===== src/rtl/bypass_rf_wport_arb_pkg.sv =====
// Shared definitions for the register-file write-port arbiter and the
// register-file wrapper that consumes its write ports.
package bypass_rf_wport_arb_pkg;

  localparam int unsigned DEF_NAME_W = 3;
  localparam int unsigned DEF_DATA_W = 32;

  // One write as seen on a register-file data-write port at default widths.
  typedef struct packed {
    logic [DEF_NAME_W-1:0] name;
    logic [DEF_DATA_W-1:0] data;
  } wr_req_t;

endpackage

`ifndef BRF_WPORT_MACROS
`define BRF_WPORT_MACROS
// Field idx of width w inside a flat packed vector (requester 0 in the LSBs).
`define BRF_FIELD(vec, idx, w) vec[(idx)*(w) +: (w)]
`endif


===== src/rtl/bypass_rf_wport_arb_rr_pick2.sv =====
// Circular find-first-two picker: g1 is the first valid entry at or after
// the pointer, g2 the next valid entry after g1 whose name differs from g1's.
module rr_pick2 #(
  parameter int unsigned NUM_REQ = 4,
  parameter int unsigned NAME_W  = 3
) (
  input  logic [NUM_REQ-1:0]          valid_i,
  input  logic [NUM_REQ*NAME_W-1:0]   names_i,
  input  logic [$clog2(NUM_REQ)-1:0]  ptr_i,
  output logic                        g1_vld_o,
  output logic [$clog2(NUM_REQ)-1:0]  g1_idx_o,
  output logic                        g2_vld_o,
  output logic [$clog2(NUM_REQ)-1:0]  g2_idx_o
);

  localparam int unsigned PTR_W = $clog2(NUM_REQ);

  logic [PTR_W:0]    sum;
  logic [PTR_W-1:0]  pos;
  logic [NAME_W-1:0] g1_name;

  // Scan once around the ring starting at ptr_i; the scan stops before
  // wrapping back onto ptr_i, so g2 never precedes g1 in round-robin order.
  always_comb begin
    g1_vld_o = 1'b0;
    g1_idx_o = '0;
    g2_vld_o = 1'b0;
    g2_idx_o = '0;
    g1_name  = '0;
    sum      = '0;
    pos      = '0;
    for (int unsigned k = 0; k < NUM_REQ; k++) begin
      sum = {1'b0, ptr_i} + (PTR_W+1)'(k);
      if (sum >= (PTR_W+1)'(NUM_REQ)) begin
        sum = sum - (PTR_W+1)'(NUM_REQ);
      end
      pos = sum[PTR_W-1:0];
      if (!g1_vld_o && valid_i[pos]) begin
        g1_vld_o = 1'b1;
        g1_idx_o = pos;
        g1_name  = `BRF_FIELD(names_i, pos, NAME_W);
      end else if (g1_vld_o && !g2_vld_o && valid_i[pos] &&
                   (`BRF_FIELD(names_i, pos, NAME_W) != g1_name)) begin
        g2_vld_o = 1'b1;
        g2_idx_o = pos;
      end
    end
  end

endmodule


===== src/rtl/bypass_rf_wport_arb.sv =====
// Shares the two data-write ports of the bypassing register file among
// NUM_REQ writeback stages via one-entry holding buffers and a round-robin
// scheduler that issues up to two writes per cycle.
module bypass_rf_wport_arb
  import bypass_rf_wport_arb_pkg::*;
#(
  parameter int unsigned NUM_REQ    = 4,
  parameter int unsigned name_width = DEF_NAME_W,
  parameter int unsigned data_width = DEF_DATA_W,
  parameter int unsigned cnt_width  = $clog2(NUM_REQ + 1)
) (
  input  logic                             CLK,
  input  logic                             RST,
  input  logic [NUM_REQ-1:0]               REQ_VALID,
  output logic [NUM_REQ-1:0]               REQ_READY,
  input  logic [NUM_REQ*name_width-1:0]    REQ_NAME,
  input  logic [NUM_REQ*data_width-1:0]    REQ_DATA,
  input  logic                             FLUSH,
  output logic                             WE_1,
  output logic [name_width-1:0]            NAME_IN_1,
  output logic [data_width-1:0]            D_IN_1,
  output logic                             WE_2,
  output logic [name_width-1:0]            NAME_IN_2,
  output logic [data_width-1:0]            D_IN_2,
  output logic [cnt_width-1:0]             PENDING
);

  localparam int unsigned PTR_W = $clog2(NUM_REQ);

  typedef struct packed {
    logic [name_width-1:0] name;
    logic [data_width-1:0] data;
  } req_t;

  logic [NUM_REQ-1:0]            buf_valid_q, buf_valid_d;
  req_t                          buf_q [NUM_REQ];
  req_t                          buf_d [NUM_REQ];
  logic [PTR_W-1:0]              rr_ptr_q, rr_ptr_d;

  logic [NUM_REQ*name_width-1:0] buf_names;
  logic                          g1_vld, g2_vld;
  logic [PTR_W-1:0]              g1_idx, g2_idx;
  logic [NUM_REQ-1:0]            granted;
  logic [NUM_REQ-1:0]            accept;

  function automatic logic [PTR_W-1:0] ptr_after(input logic [PTR_W-1:0] idx);
    return (idx == PTR_W'(NUM_REQ - 1)) ? '0 : idx + 1'b1;
  endfunction

  // Flatten buffered names for the picker.
  always_comb begin
    buf_names = '0;
    for (int unsigned i = 0; i < NUM_REQ; i++) begin
      `BRF_FIELD(buf_names, i, name_width) = buf_q[i].name;
    end
  end

  rr_pick2 #(
    .NUM_REQ (NUM_REQ),
    .NAME_W  (name_width)
  ) u_pick (
    .valid_i  (buf_valid_q),
    .names_i  (buf_names),
    .ptr_i    (rr_ptr_q),
    .g1_vld_o (g1_vld),
    .g1_idx_o (g1_idx),
    .g2_vld_o (g2_vld),
    .g2_idx_o (g2_idx)
  );

  // Drive write ports from the granted buffers; idle ports present zeros.
  always_comb begin
    granted   = '0;
    WE_1      = 1'b0;
    NAME_IN_1 = '0;
    D_IN_1    = '0;
    WE_2      = 1'b0;
    NAME_IN_2 = '0;
    D_IN_2    = '0;
    if (g1_vld && !FLUSH) begin
      granted[g1_idx] = 1'b1;
      WE_1            = 1'b1;
      NAME_IN_1       = buf_q[g1_idx].name;
      D_IN_1          = buf_q[g1_idx].data;
    end
    if (g2_vld && !FLUSH) begin
      granted[g2_idx] = 1'b1;
      WE_2            = 1'b1;
      NAME_IN_2       = buf_q[g2_idx].name;
      D_IN_2          = buf_q[g2_idx].data;
    end
  end

  // Handshake: a buffer that drains this cycle may be refilled in the same cycle.
  always_comb begin
    REQ_READY = {NUM_REQ{RST && !FLUSH}} & (~buf_valid_q | granted);
    accept    = REQ_VALID & REQ_READY;
  end

  // Next buffer state and round-robin pointer (advances past the last grant).
  always_comb begin
    buf_valid_d = buf_valid_q;
    rr_ptr_d    = rr_ptr_q;
    for (int unsigned i = 0; i < NUM_REQ; i++) begin
      buf_d[i] = buf_q[i];
      if (FLUSH) begin
        buf_valid_d[i] = 1'b0;
      end else if (accept[i]) begin
        buf_valid_d[i] = 1'b1;
        buf_d[i].name  = `BRF_FIELD(REQ_NAME, i, name_width);
        buf_d[i].data  = `BRF_FIELD(REQ_DATA, i, data_width);
      end else if (granted[i]) begin
        buf_valid_d[i] = 1'b0;
      end
    end
    if (!FLUSH) begin
      if (g2_vld) begin
        rr_ptr_d = ptr_after(g2_idx);
      end else if (g1_vld) begin
        rr_ptr_d = ptr_after(g1_idx);
      end
    end
  end

  // Occupancy count from registered buffer state only.
  always_comb begin
    PENDING = '0;
    for (int unsigned i = 0; i < NUM_REQ; i++) begin
      PENDING = PENDING + cnt_width'(buf_valid_q[i]);
    end
  end

  // State registers with asynchronous active-low reset.
  always_ff @(posedge CLK or negedge RST) begin
    if (!RST) begin
      buf_valid_q <= '0;
      rr_ptr_q    <= '0;
      for (int unsigned i = 0; i < NUM_REQ; i++) begin
        buf_q[i] <= '0;
      end
    end else begin
      buf_valid_q <= buf_valid_d;
      rr_ptr_q    <= rr_ptr_d;
      for (int unsigned i = 0; i < NUM_REQ; i++) begin
        buf_q[i] <= buf_d[i];
      end
    end
  end

  // A newly accepted write must not reuse a name still held by another
  // requester's buffer, unless it is an identical (name, data) write.
  always_ff @(posedge CLK) begin
    if (RST) begin
      for (int unsigned i = 0; i < NUM_REQ; i++) begin
        for (int unsigned j = 0; j < NUM_REQ; j++) begin
          if (i != j && accept[i] && buf_valid_q[j] && !granted[j] &&
              (`BRF_FIELD(REQ_NAME, i, name_width) == buf_q[j].name)) begin
            assert (`BRF_FIELD(REQ_DATA, i, data_width) == buf_q[j].data);
          end
        end
      end
    end
  end

endmodule


===== config.mk =====
export PLATFORM = sky130hd
export DESIGN_NAME = bypass_rf_wport_arb
export DESIGN_NICKNAME = d
export VERILOG_FILES = /design/src/rtl/bypass_rf_wport_arb_pkg.sv /design/src/rtl/bypass_rf_wport_arb_rr_pick2.sv /design/src/rtl/bypass_rf_wport_arb.sv
export SDC_FILE = /design/constraint.sdc
export NUM_CORES = 1
export LEC_CHECK = 0
export ABC_CLOCK_PERIOD_IN_PS = 11850
export BUFFER_PORTS_ARGS = -buffer_cell sky130_fd_sc_hd__buf_2
export CAP_MARGIN = 30
export CELL_PAD_IN_SITES_DETAIL_PLACEMENT = 0
export CELL_PAD_IN_SITES_GLOBAL_PLACEMENT = 1
export CORE_ASPECT_RATIO = 0.9
export CORE_MARGIN = 4
export CORE_UTILIZATION = 47
export CTS_BUF_LIST = sky130_fd_sc_hd__clkbuf_4 sky130_fd_sc_hd__clkbuf_8
export DETAILED_ROUTE_END_ITERATION = 12
export HOLD_SLACK_MARGIN = 0.03
export PLACE_DENSITY = 0.94
export SYNTH_ARGS = -nofsm -noshare
export SYNTH_HDL_FRONTEND = slang
export SYNTH_SLANG_ARGS = --single-unit

===== constraint.sdc =====
create_clock -name CLK -period 11.85 [get_ports CLK]
set_input_delay 0 -clock CLK [delete_from_list [all_inputs] [get_ports CLK]]
set_output_delay 0 -clock CLK [all_outputs]
set_load 0.02 [all_outputs]

==> metrics.csv <==
metric,value,unit
met2WireLength,14.5,mm
hold_class,in2reg,
cts_sinks,146,
antenna_found_initial,0,
setup_viol,0,
num_io_pins,226,
drt-pass1-iter-count,5,
dr_total_vias,8115,
gp_congestion,0.855,
rr_endpoint,buf_q[71],
setup_tns,0,ns
peakVddDrop,0.101,mV
worst_pin_slew,1.04,ns
die_w,155,um
synthAdderAreaFrac,0.0171,
rr_startpoint,rr_ptr_q[0],
clock_latency,0.46,ns
skew,0.0192,ns
maxCapViolations,0,
max-slew-margin-rel,0.307,
met1Wirelength,12.2,mm
grt.overflow.total,0,
reg2reg_slack,6.61,ns
synth_top_family_by_area,multiplexers,
clockRootBuffer,clkbuf_8,
syn_inst,809,
path_delay_family,buffers and inverters,
grt_start_max_net_pins,79,
finalNetCount,1311,
cp.arrival,5.57,ns
drive_above_1_share,0.335,
die_area,21600,um2
crit_chain,buf_4 -> mux4_2 -> nand3_1 -> a21oi_1 -> o211ai_1 -> o311a_1 -> mux2i_1 -> a21boi_4 -> buf_12 -> buf_4 -> ha_1 -> nand3_1 -> o21ai_4 -> buf_4 -> mux2_2,
cts_tree,yes,
endpoint_kind,flop,
leakage,5.83,nW
dp_slack,6.62,ns
portBuffers,225,
crit_fanout,49,
post_drt_wl_per_cell,20.8,um
slowest_stage,buf_4,
grtUsageTotal,0.269,
ant_nets,0,
synth-seq-area-share,0.402,
period_minus_slack,5.24,ns
grt_first_pass_wirelength,46.2,mm
wl,29.4,mm
clockBufferDepth,2,
hold_path_depth,4,
path_class,reg2reg,
synth-simple-area-share,0.0616,
setup_ws,6.61,ns
fin_total_pwr,2.20,mW
post_cts_buffers,0,
top_layer,met4,
start_util,0.486,
max_freq,191,MHz
dpl.hpwl,18.0,mm
worst-r2r-cell-count,15,
min_period_over_period,0.442,
hold_viol,0,
cp_common_cell,buf_4,
syn2layout_area_growth,35.6,%
vias_per_cell,5.75,
worst-path-buf-inv,4,
critical_path_required,12.18,ns
power.density,178,nW/um2
grt_pass1_vias,8478,
async_reset_ff_frac,1.00,
drv_slew,0,
wl_met3,1.92,mm
die_h,140,um
numCtsBuffers,17,
ys_ff_latch,146,
synth_edf_count,0,
yosysWarningCount,0,
core,18700,um2
min_to,buf_names[9],
cts_max_level,4,
synthXorXnorAreaFrac,0.00578,
synth-compound-area-share,0.145,
rsz0062_at_grt,false,
clk_pin_slew,0.10,ns
synth_cell_type_count,55,
drt_iter0_drc,528,
placementRows,47,
slowest_delay,0.71,ns
drc_errors,0,
synth.avg_cell_area,11.2,um2
synth_ff_type,dfrtp_1,
synthesis.area,9100,um2
synthMuxAreaShare,0.323,
status,"complete, no violations",
min_from,REQ_VALID[3],
synth_fp_nets,967,
cp-start-kind,flop,
[worst min-delay path, cell delays in order]
cell and delay (ns):
buf_2 0.11, nand3_1 0.12, o21ai_4 0.14, mux2_2 0.16
[worst max-delay path by stage]
stage	from	slack, ns	end	cells past startpoint
floorplan	rr_ptr_q[0]	7.93	buf_names[10]	17
global placement	rr_ptr_q[1]	6.22	buf_q[74]	14
detailed placement	rr_ptr_q[0]	6.62	buf_q[75]	15
CTS	rr_ptr_q[0]	6.58	buf_q[75]	15
global route	rr_ptr_q[1]	6.32	buf_names[5]	15
finish	rr_ptr_q[0]	6.61	buf_q[71]	15
[final cells by class]
type,instances,area (um2)
Inverter,22,82.6
Fill cell,1399,6360
Antenna cell,1,2.50
Tap cell,245,307
Clock buffer,17,234
Sequential cell,146,3650
Multi-Input combinational cell,573,5100
Clock inverter,15,150
Timing Repair Buffer,393,2810
[timing repair]
action / 4_1_cts / 5_1_grt
hold buffers: 150 / 0
endpoints found under the hold margin: 214 / 0
gates resized for setup: 0 / 0
[state kept, by name (all words and copies together), names as in the netlist]
name	cells
buf_names	12
buf_q	128
buf_valid_q	4
rr_ptr_q	2
[cells by family (layout without fill, tap and decap cells)]
family,Yosys count,in the layout
simple gates,103,103
other cells,0,1
compound gates,184,184
flops,146,146
mux,268,268
xor+xnor,6,6
fa+ha+maj,12,12
buf+inv,90,447
[per-stage QoR]
stage | utilization | instances | hold slack, ns | instance area [um2]
floorplan | - | 809 | -0.296 | 9100
global route | 0.660 | 1411 | 0.0888 | 12300
detailed placement | 0.557 | 1228 | -0.108 | 10400
global placement | 0.556 | 1227 | -0.110 | 10400
finish | 0.660 | 1412 | 0.0919 | 12300
CTS | 0.658 | 1410 | 0.0584 | 12300
[power breakdown]
part           switching [mW]  internal (mW)  total, mW
Clock                   0.222          0.171      0.394
Combinational           0.576          0.469       1.04
Sequential              0.127          0.635      0.762
Total                   0.925           1.28       2.20
[layout by cell type, fill, tap and decap left out, types with 3 or more instances in the layout]
cell             n
o211ai_1         3
and3b_1          3
nand2b_1         5
o21a_1           5
nor2b_1         36
dlygate4sd3_1  149
inv_1           21
dfrtp_1        146
buf_4           16
a31oi_1          4
nand2_1         23
nand3_1         11
and2_1           5
a21oi_1         22
ha_1            10
inv_6            4
o21bai_1         4
mux2_2          94
mux2_1          51
buf_2          224
o22ai_1         36
o21ai_0         13
xor2_1           4
nor3b_1          4
mux2i_1        117
mux4_2           6
clkinvlp_4       6
o221ai_1         3
a211oi_1        70
o21ai_4          6
nor2_1          11
clkbuf_8        17
[cell usage after synthesis, drive strengths merged, types with 2 or more instances]
library cell  count  area share
a211oi           72       0.060
a21boi            3      0.0025
a21oi            22       0.012
a31oi             4      0.0028
and2              5      0.0034
and3b             3      0.0029
buf              43       0.027
clkbuf           25       0.010
dfrtp           146        0.40
ha               10       0.014
inv              22      0.0091
mux2            145        0.18
mux2i           117        0.13
mux4              6       0.015
nand2            23      0.0095
nand2b            5      0.0034
nand3            11      0.0061
nor2             11      0.0045
nor2b            36       0.025
nor3b             4      0.0033
o211ai            3      0.0025
o21a              5      0.0041
o21ai            20       0.015
o21bai            4      0.0033
o221ai            5      0.0062
o22ai            36       0.025
o32ai             2      0.0019
xnor2             2      0.0019
xor2              4      0.0039
[per-layer routing]
metal	track usage	up-vias
li1	-	3722
met1	0.343	3995
met2	0.448	335
met3	0.0546	63
met4	0.110	0
met5	0	-
No activity file was read; power rests on OpenSTA's default activity.
